[config.mk]
export PLATFORM = sky130hd
export DESIGN_NAME = taxi_meter_ctrl_flat
export DESIGN_NICKNAME = d
export VERILOG_FILES = /design/src/rtl/taxi_meter_ctrl_if.sv /design/src/rtl/taxi_meter_ctrl.sv /design/src/flat_wrapper.sv
export SDC_FILE = /design/constraint.sdc
export NUM_CORES = 1
export LEC_CHECK = 0
export BUFFER_PORTS_ARGS = -buffer_cell sky130_fd_sc_hd__buf_2
export CAP_MARGIN = 40
export CORE_AREA = 2 2 41 43
export CTS_BUF_LIST = sky130_fd_sc_hd__clkbuf_2
export CTS_CLUSTER_SIZE = 25
export DETAILED_ROUTE_END_ITERATION = 10
export DIE_AREA = 0 0 43 45
export GPL_ROUTABILITY_DRIVEN = 0
export GPL_TIMING_DRIVEN = 0
export PLACE_DENSITY = 0.77
export REMOVE_ABC_BUFFERS = 1
export SKIP_CTS_REPAIR_TIMING = 1
export SYNTH_ARGS = -nofsm -noshare
export SYNTH_HDL_FRONTEND = slang
export SYNTH_SLANG_ARGS = --single-unit
[constraint.sdc]
create_clock -name clk -period 1.7 [get_ports clk]
set_input_delay 0.17 -clock clk [delete_from_list [all_inputs] [get_ports clk]]
set_output_delay 0.17 -clock clk [all_outputs]
set_load 0.1 [all_outputs]
[src/rtl/taxi_meter_ctrl_if.sv]
// Signal bundle between the taxi trip controller and the rest of the fare datapath.
// The master side drives the buttons and sensors, and the slave side is the controller.
interface taxi_meter_ctrl_if;
  logic        tick_1hz;
  logic        wheel_pulse;
  logic        start_btn;
  logic        stop_btn;
  logic        clear_btn;
  logic        night_in;
  logic        max;
  logic        run_en;
  logic        wait_en;
  logic        fare_clr;
  logic        trip_done;
  logic [1:0]  state;
  logic [11:0] wait_fare_per_unit;

  modport master (
    output tick_1hz, wheel_pulse, start_btn, stop_btn, clear_btn, night_in, max,
    input  run_en, wait_en, fare_clr, trip_done, state, wait_fare_per_unit
  );

  modport slave (
    input  tick_1hz, wheel_pulse, start_btn, stop_btn, clear_btn, night_in, max,
    output run_en, wait_en, fare_clr, trip_done, state, wait_fare_per_unit
  );
endinterface

[src/rtl/taxi_meter_ctrl.sv]
// Trip sequencer for the taxi meter: IDLE -> DRIVE <-> WAIT -> DONE, with accumulator enables and clear.
// Optional macro NIGHT_RATE_EN selects the night waiting rate from night_in at trip start.
module taxi_meter_ctrl #(
  parameter int          STOP_TIMEOUT    = 10,
  parameter logic [11:0] DAY_WAIT_RATE   = 12'h050,
  parameter logic [11:0] NIGHT_WAIT_RATE = 12'h075
) (
  input  logic              clk,
  input  logic              rst,
  taxi_meter_ctrl_if.slave  bus
);

  typedef enum logic [1:0] {
    IDLE  = 2'b00,
    DRIVE = 2'b01,
    WAIT  = 2'b10,
    DONE  = 2'b11
  } state_t;

  localparam int                CNT_W    = $clog2(STOP_TIMEOUT + 1);
  localparam logic [CNT_W-1:0]  CNT_LAST = CNT_W'(STOP_TIMEOUT - 1);

  state_t             state_q, state_d;
  logic [CNT_W-1:0]   cnt_q, cnt_d;
  logic               fare_clr_q, fare_clr_d;
  logic               latch_rate;
  logic               start_h, stop_h, clear_h;
  logic               start_ev, stop_ev, clear_ev;

  assign start_ev = bus.start_btn & ~start_h;
  assign stop_ev  = bus.stop_btn  & ~stop_h;
  assign clear_ev = bus.clear_btn & ~clear_h;

  // NOTE: sequential state uses non-blocking assignments so every register samples pre-edge values.
  always_ff @(posedge clk or posedge rst) begin
    if (rst) begin
      state_q    <= IDLE;
      cnt_q      <= '0;
      fare_clr_q <= 1'b0;
      // A button held through reset must not look like a fresh press.
      start_h    <= 1'b1;
      stop_h     <= 1'b1;
      clear_h    <= 1'b1;
    end else begin
      state_q    <= state_d;
      cnt_q      <= cnt_d;
      fare_clr_q <= fare_clr_d;
      start_h    <= bus.start_btn;
      stop_h     <= bus.stop_btn;
      clear_h    <= bus.clear_btn;
    end
  end

  // NOTE: every combinational output gets a default first so no path can infer a latch.
  always_comb begin
    state_d    = state_q;
    cnt_d      = cnt_q;
    fare_clr_d = 1'b0;
    latch_rate = 1'b0;
    unique case (state_q)
      IDLE: begin
        cnt_d = '0;
        if (start_ev) begin
          state_d    = DRIVE;
          fare_clr_d = 1'b1;
          latch_rate = 1'b1;
        end
      end
      DRIVE: begin
        if (stop_ev || bus.max) begin
          state_d = DONE;
          cnt_d   = '0;
        end else if (bus.wheel_pulse) begin
          cnt_d = '0;
        end else if (bus.tick_1hz) begin
          if (cnt_q == CNT_LAST) begin
            state_d = WAIT;
            cnt_d   = '0;
          end else begin
            cnt_d = cnt_q + CNT_W'(1);
          end
        end
      end
      WAIT: begin
        cnt_d = '0;
        if (stop_ev || bus.max) state_d = DONE;
        else if (bus.wheel_pulse) state_d = DRIVE;
      end
      DONE: begin
        cnt_d = '0;
        // Clear outranks start when both buttons rise together.
        if (clear_ev) begin
          state_d    = IDLE;
          fare_clr_d = 1'b1;
        end else if (start_ev) begin
          state_d    = DRIVE;
          fare_clr_d = 1'b1;
          latch_rate = 1'b1;
        end
      end
      default: state_d = IDLE;
    endcase
  end

  assign bus.state     = state_q;
  assign bus.run_en    = (state_q == DRIVE);
  assign bus.wait_en   = (state_q == WAIT);
  assign bus.trip_done = (state_q == DONE);
  assign bus.fare_clr  = fare_clr_q;

`ifdef NIGHT_RATE_EN
  logic [11:0] rate_q;

  always_ff @(posedge clk or posedge rst) begin
    if (rst)             rate_q <= DAY_WAIT_RATE;
    else if (latch_rate) rate_q <= bus.night_in ? NIGHT_WAIT_RATE : DAY_WAIT_RATE;
  end

  assign bus.wait_fare_per_unit = rate_q;
`else
  logic [13:0] unused_rate_bits;
  assign unused_rate_bits       = {bus.night_in, latch_rate, NIGHT_WAIT_RATE};
  assign bus.wait_fare_per_unit = DAY_WAIT_RATE;
`endif

endmodule

[src/flat_wrapper.sv]
// flat-port wrapper written by rule: the top's interface ports become plain ports
module taxi_meter_ctrl_flat 
#(
  parameter int          STOP_TIMEOUT    = 10,
  parameter logic [11:0] DAY_WAIT_RATE   = 12'h050,
  parameter logic [11:0] NIGHT_WAIT_RATE = 12'h075
)
  (clk, rst, bus_tick_1hz, bus_wheel_pulse, bus_start_btn, bus_stop_btn, bus_clear_btn, bus_night_in, bus_max, bus_run_en, bus_wait_en, bus_fare_clr, bus_trip_done, bus_state, bus_wait_fare_per_unit);
  taxi_meter_ctrl_if bus_i ();
  input  logic clk;
  input  logic rst;
  input wire logic [$bits(bus_i.tick_1hz)-1:0] bus_tick_1hz;
  input wire logic [$bits(bus_i.wheel_pulse)-1:0] bus_wheel_pulse;
  input wire logic [$bits(bus_i.start_btn)-1:0] bus_start_btn;
  input wire logic [$bits(bus_i.stop_btn)-1:0] bus_stop_btn;
  input wire logic [$bits(bus_i.clear_btn)-1:0] bus_clear_btn;
  input wire logic [$bits(bus_i.night_in)-1:0] bus_night_in;
  input wire logic [$bits(bus_i.max)-1:0] bus_max;
  output wire logic [$bits(bus_i.run_en)-1:0] bus_run_en;
  output wire logic [$bits(bus_i.wait_en)-1:0] bus_wait_en;
  output wire logic [$bits(bus_i.fare_clr)-1:0] bus_fare_clr;
  output wire logic [$bits(bus_i.trip_done)-1:0] bus_trip_done;
  output wire logic [$bits(bus_i.state)-1:0] bus_state;
  output wire logic [$bits(bus_i.wait_fare_per_unit)-1:0] bus_wait_fare_per_unit;
  assign bus_i.tick_1hz = bus_tick_1hz;
  assign bus_i.wheel_pulse = bus_wheel_pulse;
  assign bus_i.start_btn = bus_start_btn;
  assign bus_i.stop_btn = bus_stop_btn;
  assign bus_i.clear_btn = bus_clear_btn;
  assign bus_i.night_in = bus_night_in;
  assign bus_i.max = bus_max;
  assign bus_run_en = bus_i.run_en;
  assign bus_wait_en = bus_i.wait_en;
  assign bus_fare_clr = bus_i.fare_clr;
  assign bus_trip_done = bus_i.trip_done;
  assign bus_state = bus_i.state;
  assign bus_wait_fare_per_unit = bus_i.wait_fare_per_unit;
  taxi_meter_ctrl #(.STOP_TIMEOUT(STOP_TIMEOUT), .DAY_WAIT_RATE(DAY_WAIT_RATE), .NIGHT_WAIT_RATE(NIGHT_WAIT_RATE)) u_core (.clk(clk), .rst(rst), .bus(bus_i));
endmodule
==> results.cfg, run 1 <==
[logic_synthesis]
synth_cells = 77
syn_area_um2 = 695.7
synth_ff_type = dfrtp_1
synth_cell_types = 26
ys_warn_count = 0
synth.ff_latch_count = 10
seq_area_frac_synth_pct = 36.51
synth-edff-count = 0
async_flop_share_pct = 100.0
avgSynthCellArea_um2 = 9.035

[layout]
num_antenna_cells = 0
multi_input_area_um2 = 376.6
drive_gt1_share_pct = 27.66
syn2layout_area_growth_pct = 12.59
nFillCells = 143
design_area_um2 = 783.3
finalNetCount = 110
seq_area_um2 = 254.0
mostFrequentLayoutCells = conb_1 (12), buf_2 (12), inv_1 (7), dfrtp_1 (7), a21oi_1 (6)

[placement]
dp_hpwl_um = 891.6
post-place-ws_ns = 0.07189
dpl-instance-area_um2 = 728.2
port_buffers = 13

[clock_tree]
cts_max_level = 1
clock-sinks = 10
clk_pin_slew_ns = 0.10
cts_buffers = 3
ctsRootBufferMaster = clkbuf_2
tritoncts = yes
clk_latency_ns = 0.24
clockBufferDepth = 2

[detailed_routing]
drt_iter0_drc = 8
dr_total_vias = 529
via_per_inst = 4.809
detail-route-antenna-nets = 0
dr.pass1.iters = 4
routed_wl_um = 1127
drcViolationCount = 0
wl_per_cell_um = 10.25

[min_path]
holdPathStages = 1
hp-start = bus_start_btn
min_to = u_core.start_h$_DFF_PP1_
min_path_type = primary input to flip-flop

[sta]
slew_viol_final = 0
fmax_mhz = 621.4
setup_viol = 0
period_minus_slack_ns = 1.609
hold_viol = 0
fin_skew_ns = 0.003737
setup_ws_ns = 0.09074
fin_crit_sh_pct = 94.66
rsz0062_at_grt = false

[setup_path]
reg2reg_from = u_core.bus.state[0]$_DFFE_PP0P_
required_ns = 1.53
crit_type = flip-flop to output port
reg2reg_depth = 6
worstReg2RegEnd = u_core.bus.state[0]$_DFFE_PP0P_
end_kind = output port
critPathArrivalTime_ns = 1.44
crit_path_start = u_core.bus.state[1]$_DFFE_PP0P_
startpoint_type = flip-flop
rrSetupSlack_ns = 0.12
worstPathMaxFanout = 4

[global_routing]
grt_max_degree = 11
grt_pass1_vias = 411
grt_pass1_wl_um = 1725
grt.total_usage_pct = 12.05
antenna_found_initial = 0
overflow = 0

[die]
dieArea_mm2 = 0.001935
rows = 14
coreArea_mm2 = 0.001471
num_io_pins = 27
die_y_um = 45
die_x_um = 43
start_util_pct = 47.28

[power_and_ir_drop]
powerDensity_mw_per_mm2 = 1670
ir_drop_uv = 658.8
total_leakage_power_uw = 0.0003924

[outcome]
status = finished clean

[job]
maxCapViolations = 0
## synthesized netlist by cell type, types with 2 or more instances
cell       count  share of area [%]
buf_4         12                 13
dfrtp_1        7                 25
inv_1          7                3.8
a21oi_1        6                4.3
ha_1           6                 11
nor2_1         5                2.7
nor3_1         4                2.9
dfstp_2        3                 11
nand2_1        3                1.6
o21ai_0        3                2.2
a2bb2oi_1      2                2.5
and2_1         2                1.8
conb_1         2                1.1
nand2b_1       2                1.8
nor2b_1        2                1.8
## how the worst max path moves through the flow
stage,end,slack (ns)
2_1_floorplan,u_core.cnt_q[3]$_DFFE_PP0P_,-1.13
3_3_place_gp,u_core.bus.state[0]$_DFFE_PP0P_,0.1
3_5_place_dp,u_core.bus.state[0]$_DFFE_PP0P_,0.07
4_1_cts,bus_wait_en,0.02
5_1_grt,bus_run_en,0.002
6_report,bus_run_en,0.09
## stage by stage
stage	hold slack (ns)	power [uW]	instances	TNS, ns	utilization [%]
floorplan	0.008031	1060	75	-8.539	-
global placement	0.1617	1154	104	0	49.49
detailed placement	0.1601	1162	104	0	49.49
CTS	-0.1253	1296	108	0	50.77
global route	0.005392	1389	110	0	53.23
finish	0.02516	1308	110	0	53.23
## metal layers
layer	part of all wire, %	up-vias	GRT usage (%)
li1	-	271	-
met1	49	241	17.44
met2	45	17	16.67
met3	5.6	0	3.600
met4	0	0	5.455
met5	0	-	0
## cell families (layout without fill, tap and decap cells)
logic type               count (synthesis)  count (layout)  share of synthesized area [%]
other                                    2              12                          1.080
flip-flops                              10              10                          36.51
AO/OA/AOI/OAI                           17              17                          16.37
buffers and inverters                   19              26                          16.73
adder cells (fa/ha/maj)                  6               6                          10.79
AND/OR/NAND/NOR                         23              23                          18.53
## worst max-delay path, cell delays in order, from the launching register on
cell	delay, ns
dfrtp_1	0.42
inv_1	0.12
ha_1	0.21
buf_2	0.44
## flip-flops by register name, summed over array words and instances (netlist names)
| signal | cells |
|---|---|
| u_core.clear_h | 1 |
| u_core.bus.fare_clr | 1 |
| u_core.bus.state | 2 |
| u_core.start_h | 1 |
| u_core.stop_h | 1 |
| u_core.cnt_q | 4 |
## area by class of cell
type	instances	area share [%]
Clock buffer	3	1.917
Clock inverter	1	0.4792
Inverter	7	3.355
Multi-Input combinational cell	58	48.08
Sequential cell	10	32.43
Tap cell	16	2.556
Timing Repair Buffer	15	11.18
## power by group
group,internal [uW],total [uW],switching (uW)
Clock,51.1,130,78.5
Combinational,188,876,688
Sequential,274,303,29.2
Total,512,1310,796
(Power assumes the default switching activity.)
==> inputs of run 2 (changes only) <==
--- a/config.mk
+++ b/config.mk
@@ -7,15 +7,14 @@
 export LEC_CHECK = 0
 export BUFFER_PORTS_ARGS = -buffer_cell sky130_fd_sc_hd__buf_2
 export CAP_MARGIN = 40
-export CORE_AREA = 2 2 41 43
+export CORE_AREA = 2 2 41 47
 export CTS_BUF_LIST = sky130_fd_sc_hd__clkbuf_2
 export CTS_CLUSTER_SIZE = 25
 export DETAILED_ROUTE_END_ITERATION = 10
-export DIE_AREA = 0 0 43 45
+export DIE_AREA = 0 0 43 49
 export GPL_ROUTABILITY_DRIVEN = 0
 export GPL_TIMING_DRIVEN = 0
-export PLACE_DENSITY = 0.77
-export REMOVE_ABC_BUFFERS = 1
+export PLACE_DENSITY = 0.74
 export SKIP_CTS_REPAIR_TIMING = 1
 export SYNTH_ARGS = -nofsm -noshare
 export SYNTH_HDL_FRONTEND = slang
==> constraint.sdc (replaced) <==
create_clock -name clk -period 1.3 [get_ports clk]
set_input_delay 0.13 -clock clk [delete_from_list [all_inputs] [get_ports clk]]
set_output_delay 0.13 -clock clk [all_outputs]
set_load 0.1 [all_outputs]
==> run 2 against run 1 <==
  * Core utilization is 9.0 points higher
  * Final cell count is 20% higher
  * Clock power rose by 36%
  * The run now ends with negative setup slack left
  * Non-clock buffer count is 20 higher
  * Sequential power grew 46%
  * Cell area is 34% higher
  * Via count increased by 16%
  * Global-route usage grew 0.92 points
  * Wire length grew 15%
  * Combinational power is 64% higher
  * Critical path depth rose by 2
==> results.cfg, run 2 (synthesized netlist as in run 1, its figures left out) <==
[clock_tree]
cts_max_level = 1
tritoncts = yes
clk_pin_slew_ns = 0.09
cts_buffers = 3
ctsRootBufferMaster = clkbuf_2
clock-sinks = 10
clk_latency_ns = 0.24
clockBufferDepth = 2

[power_and_ir_drop]
powerDensity_mw_per_mm2 = 1972
ir_drop_uv = 1521
power_uw = 2062
switching_share_pct = 54.14
total_leakage_power_uw = 0.0005042
seq_power_share_pct = 21.4
p_clk_share_pct = 8.6
p_sw_uw = 1116
p_int_uw = 945.9
combPwrFrac_pct = 70.0

[setup_path]
rrSetupSlack_ns = -0.24
crit_type = flip-flop to flip-flop
end_kind = flip-flop
reg2reg_from = u_core.bus.state[1]$_DFFE_PP0P_
worstPathMaxFanout = 4
worstReg2RegEnd = u_core.cnt_q[3]$_DFFE_PP0P_
required_ns = 1.48
critPathArrivalTime_ns = 1.72
startpoint_type = flip-flop
reg2reg_depth = 5

[placement]
dp_hpwl_um = 1058
post-place-ws_ns = -0.2840
port_buffers = 13

[sta]
whs_ns = 0.2214
period_minus_slack_ns = 1.544
slew_viol_final = 0
fmax_mhz = 647.6
fin_skew_ns = 0.009458
setup_ws_ns = -0.2443
fin_crit_sh_pct = 118.8
fin_tns_setup_ns = -1.464
setup_viol = 9
hold_viol = 0
rsz0062_at_grt = true

[die]
rows = 16
coreArea_mm2 = 0.001682
num_io_pins = 27
start_util_pct = 41.37
die_y_um = 49
die_x_um = 43
dieArea_mm2 = 0.002107

[layout]
drive_gt1_share_pct = 50.88
mostFrequentLayoutCells = buf_4 (18), conb_1 (12), buf_2 (8)
largest_reg_flops = 4
mostFrequentLayoutCell = buf_4
nFillCells = 155
num_antenna_cells = 0
syn2layout_area_growth_pct = 50.36
largest_register = u_core.cnt_q
finalNetCount = 130
fin_util_pct = 62.20

[detailed_routing]
via_per_inst = 4.636
wl_per_cell_um = 9.826
drt_iter0_drc = 1
dr_total_vias = 612
drcViolationCount = 0
routed_wl_um = 1297
detail-route-antenna-nets = 0
dr.pass1.iters = 3

[outcome]
violations = negative setup slack
status = finished with violations

[global_routing]
grt_pass1_vias = 548
grt.total_usage_pct = 12.97
grt_pass1_wl_um = 2090
grt_max_degree = 11
antenna_found_initial = 0
overflow = 0

[min_path]
hp-start = bus_wheel_pulse
holdPathStages = 3
min_to = u_core.cnt_q[2]$_DFFE_PP0P_
min_path_type = primary input to flip-flop

[job]
maxCapViolations = 0
## run 2: cell count changes in the layout (fill, tap and decap cells not counted), sizes merged
cell | previous run | this run
dlygate4sd3 | 2 | 4
clkbuf | 4 | 6
clkinv | 1 | 0
buf | 12 | 29
## run 2: area by class of cell
type	count	area, um2	share of cell area (%)
plain buffers	12	90.09	8.612
clock buffers	4	20.02	1.914
inverters	7	31.28	2.990
multi-input cells	58	425.4	40.67
flip-flops and latches	10	261.5	25.00
well taps	18	22.52	2.153
repair buffers	23	195.2	18.66
## run 2: stage by stage
stage                     std cells  area (um2)
final                           132        1046
after floorplan                  87       790.8
after global placement          118       878.3
after global routing            132        1046
after CTS                       122       898.4
after detailed placement        118       878.3
## run 2: per-layer routing
| metal | GRT usage (%) | vias up | share of wire [%] |
|---|---|---|---|
| met5 | 0 | - | 0 |
| met4 | 8.081 | 0 | 2.0 |
| met3 | 2.963 | 4 | 5.7 |
| met2 | 24.24 | 18 | 51 |
| met1 | 12.18 | 277 | 41 |
| li1 | - | 313 | - |
## run 2: critical path: stages, from the launching register on
cell and delay [ns]:
dfrtp_4 0.52, inv_4 0.08, ha_4 0.14, inv_2 0.04, or4_4 0.56, a21oi_2 0.14
## run 2: power by group through the flow
| stage | sequential, uW | combinational (uW) | clock, uW |
|---|---|---|---|
| floorplan | 703 | 864 | 0 |
| global placement | 446 | 1230 | 0 |
| detailed placement | 450 | 1240 | 0 |
| CTS | 443 | 1240 | 189 |
| global route | 453 | 1520 | 204 |
| finish | 442 | 1440 | 177 |
## run 2: worst max path at each step
stage,slack [ns],end,startpoint
after global routing,-0.29,u_core.bus.state[0]$_DFFE_PP0P_,u_core.bus.state[0]$_DFFE_PP0P_
after floorplan,-0.52,u_core.cnt_q[3]$_DFFE_PP0P_,u_core.bus.state[1]$_DFFE_PP0P_
after detailed placement,-0.28,u_core.bus.state[0]$_DFFE_PP0P_,u_core.cnt_q[1]$_DFFE_PP0P_
after global placement,-0.25,u_core.bus.state[0]$_DFFE_PP0P_,u_core.cnt_q[1]$_DFFE_PP0P_
final,-0.24,u_core.cnt_q[3]$_DFFE_PP0P_,u_core.bus.state[1]$_DFFE_PP0P_
after CTS,-0.32,u_core.bus.state[0]$_DFFE_PP0P_,u_core.cnt_q[1]$_DFFE_PP0P_
==> inputs of run 3 (changes only) <==
--- a/config.mk
+++ b/config.mk
@@ -5,13 +5,14 @@
 export SDC_FILE = /design/constraint.sdc
 export NUM_CORES = 1
 export LEC_CHECK = 0
+export ABC_AREA = 1
 export BUFFER_PORTS_ARGS = -buffer_cell sky130_fd_sc_hd__buf_2
 export CAP_MARGIN = 40
-export CORE_AREA = 2 2 41 47
+export CORE_AREA = 2 2 42 48
 export CTS_BUF_LIST = sky130_fd_sc_hd__clkbuf_2
 export CTS_CLUSTER_SIZE = 25
 export DETAILED_ROUTE_END_ITERATION = 10
-export DIE_AREA = 0 0 43 49
+export DIE_AREA = 0 0 44 50
 export GPL_ROUTABILITY_DRIVEN = 0
 export GPL_TIMING_DRIVEN = 0
 export PLACE_DENSITY = 0.74
==> run 3 against run 2 <==
  * The flow still finishes with violations (negative setup slack)
  * Non-clock buffer count decreased by 4
  * Die area increased by 4.4%
  * Sequential share of layout area decreased by 1.6 points
  * Wire length increased by 21%
  * Core utilization increased by 2.6 points
  * Worst setup slack improved by 0.16 ns
  * First-iteration DRC count increased to 8.0 times the previous value
  * Count of clock-buffer cells in the layout decreased by 1
  * Final cell count increased by 14%
  * Critical path type is now flip-flop to output port
  * Critical endpoint is now bus_run_en
  * Largest power group unchanged
  * Highest routed layer unchanged
==> results.cfg, run 3 <==
[logic_synthesis]
ys_warn_count = 0
synth_cell_types = 19
post-synth-top-area-cell = dfrtp_1
avgSynthCellArea_um2 = 7.520
yosys-top-cells-area = dfrtp_1 (24%), nand2_1 (13%), buf_4 (12%)
syn_area_um2 = 744.5
synth.ff_latch_count = 10
synth-edff-count = 0
synth_common_cells = nand2_1 (26), inv_1 (18), buf_4 (12)
synth_ff_type = dfrtp_1
yosysMostFrequentCell = nand2_1
async_flop_share_pct = 100.0
netlist.area_leader.share_pct = 23.53
synth_cells = 99
seq_area_frac_synth_pct = 34.12

[power_and_ir_drop]
total_leakage_power_uw = 0.0005887
power_uw = 2204
p_sw_uw = 1290
powerDensity_mw_per_mm2 = 1975
p_clk_share_pct = 8.1
seq_power_share_pct = 21.7
switching_share_pct = 58.53
p_int_uw = 913.9
combPwrFrac_pct = 70.2
ir_drop_uv = 1760

[detailed_routing]
drt_iter0_drc = 8
dr_total_vias = 678
dr.pass1.iters = 4
drcViolationCount = 0
wl_per_cell_um = 10.45
detail-route-antenna-nets = 0
routed_wl_um = 1568
via_per_inst = 4.520

[outcome]
violations = negative setup slack
status = finished with violations

[die]
dieArea_mm2 = 0.002200
die_x_um = 44
start_util_pct = 43.24
coreArea_mm2 = 0.001722
num_io_pins = 27
die_y_um = 50
rows = 16

[layout]
finalNetCount = 148
mostFrequentLayoutCell = nand2_1
drive_gt1_share_pct = 40.91
largest_reg_flops = 4
nFillCells = 134
mostFrequentLayoutCells = nand2_1 (24), inv_1 (15), buf_4 (14)
largest_register = u_core.cnt_q
design_area_mm2 = 0.001116
syn2layout_area_growth_pct = 49.92
num_antenna_cells = 0

[clock_tree]
clk_pin_slew_ns = 0.11
tritoncts = yes
cts_max_level = 1
ctsRootBufferMaster = clkbuf_2
cts_buffers = 3
clock-sinks = 10
clockBufferDepth = 2
clk_latency_ns = 0.25

[global_routing]
grt.total_usage_pct = 15.20
grt_max_degree = 11
grt_pass1_wl_um = 2553
overflow = 0
grt_pass1_vias = 652
antenna_found_initial = 0

[placement]
dp_hpwl_um = 1108
dpl-instance-area_um2 = 919.6
post-place-ws_ns = -0.04906
port_buffers = 13

[setup_path]
crit_type = flip-flop to output port
worstPathMaxFanout = 7
end_kind = output port
reg2reg_from = u_core.bus.state[1]$_DFFE_PP0P_
critPathArrivalTime_ns = 1.26
reg2reg_depth = 8
required_ns = 1.17
startpoint_type = flip-flop
rrSetupSlack_ns = -0.08
worstReg2RegEnd = u_core.cnt_q[2]$_DFFE_PP0P_

[sta]
rsz0062_at_grt = true
whs_ns = 0.2839
setup_ws_ns = -0.08809
fin_tns_setup_ns = -0.5752
setup_viol = 10
fin_skew_ns = 0.006988
slew_viol_final = 0
fmax_mhz = 720.4
hold_viol = 0
period_minus_slack_ns = 1.388
fin_crit_sh_pct = 106.8

[min_path]
holdPathStages = 4
min_path_type = primary input to flip-flop
min_to = u_core.cnt_q[3]$_DFFE_PP0P_
hp-start = bus_tick_1hz

[job]
maxCapViolations = 0
==> run 3: metrics by stage <==
step           instances  utilization, %
2_1_floorplan        109               -
4_1_cts              144           54.51
3_5_place_dp         140           53.42
3_3_place_gp         140           53.42
5_1_grt              150           64.83
6_report             150           64.83
==> run 3: per-layer routing <==
metal  routed length, um  vias to the layer above  GRT usage (%)
met4                   8                        0          4.545
met2                 942                       15          30.39
met1                 547                      318          14.51
li1                    -                      343              -
met3                  69                        2          3.297
met5                   0                        -              0
==> run 3: layout make-up <==
type                       count  area, um2  share of cell area [%]
multi-input combinational     69      488.0                   43.72
sequential                    10      261.5                   23.43
inverter                      18      75.07                   6.726
timing repair buffer          19      160.2                   14.35
clock inverter                 1      3.754                  0.3363
tap                           18      22.52                   2.018
buffer                        12      90.09                   8.072
clock buffer                   3      15.01                   1.345
==> run 3: how the worst max path moves through the flow <==
stage / start / to / slack, ns / cells after the start
after floorplan: u_core.bus.state[0]$_DFFE_PP0P_ / u_core.bus.state[0]$_DFFE_PP0P_ / -0.35 / 9
after global placement: u_core.bus.state[1]$_DFFE_PP0P_ / bus_run_en / -0.03 / 3
after detailed placement: u_core.bus.state[1]$_DFFE_PP0P_ / u_core.bus.state[1]$_DFFE_PP0P_ / -0.05 / 9
after CTS: u_core.bus.state[1]$_DFFE_PP0P_ / bus_run_en / -0.34 / 3
after global routing: u_core.bus.state[1]$_DFFE_PP0P_ / u_core.cnt_q[1]$_DFFE_PP0P_ / -0.15 / 6
final: u_core.bus.state[1]$_DFFE_PP0P_ / bus_run_en / -0.09 / 3
==> run 3: critical path: stages, from the launching register on <==
cell     delay [ns]
dfrtp_4        0.55
inv_4          0.08
ha_4           0.19
buf_12         0.19
==> run 3: logic make-up after synthesis <==
logic type | count (synthesis) | synth area share, %
DFF | 10 | 34.12
adders and majority gates | 6 | 10.08
AOI/OAI and AO/OA | 9 | 6.387
other | 2 | 1.009
and+or+nand+nor | 41 | 26.05
xor gates and xnor gates | 1 | 1.177
buffers and inverters | 30 | 21.18
==> run 3: power by group through the flow <==
stage	Clock, uW	Sequential (uW)	Combinational (uW)
2_1_floorplan	0	737	897
3_3_place_gp	0	475	1270
3_5_place_dp	0	476	1280
4_1_cts	184	470	1290
5_1_grt	197	490	1640
6_report	178	479	1550
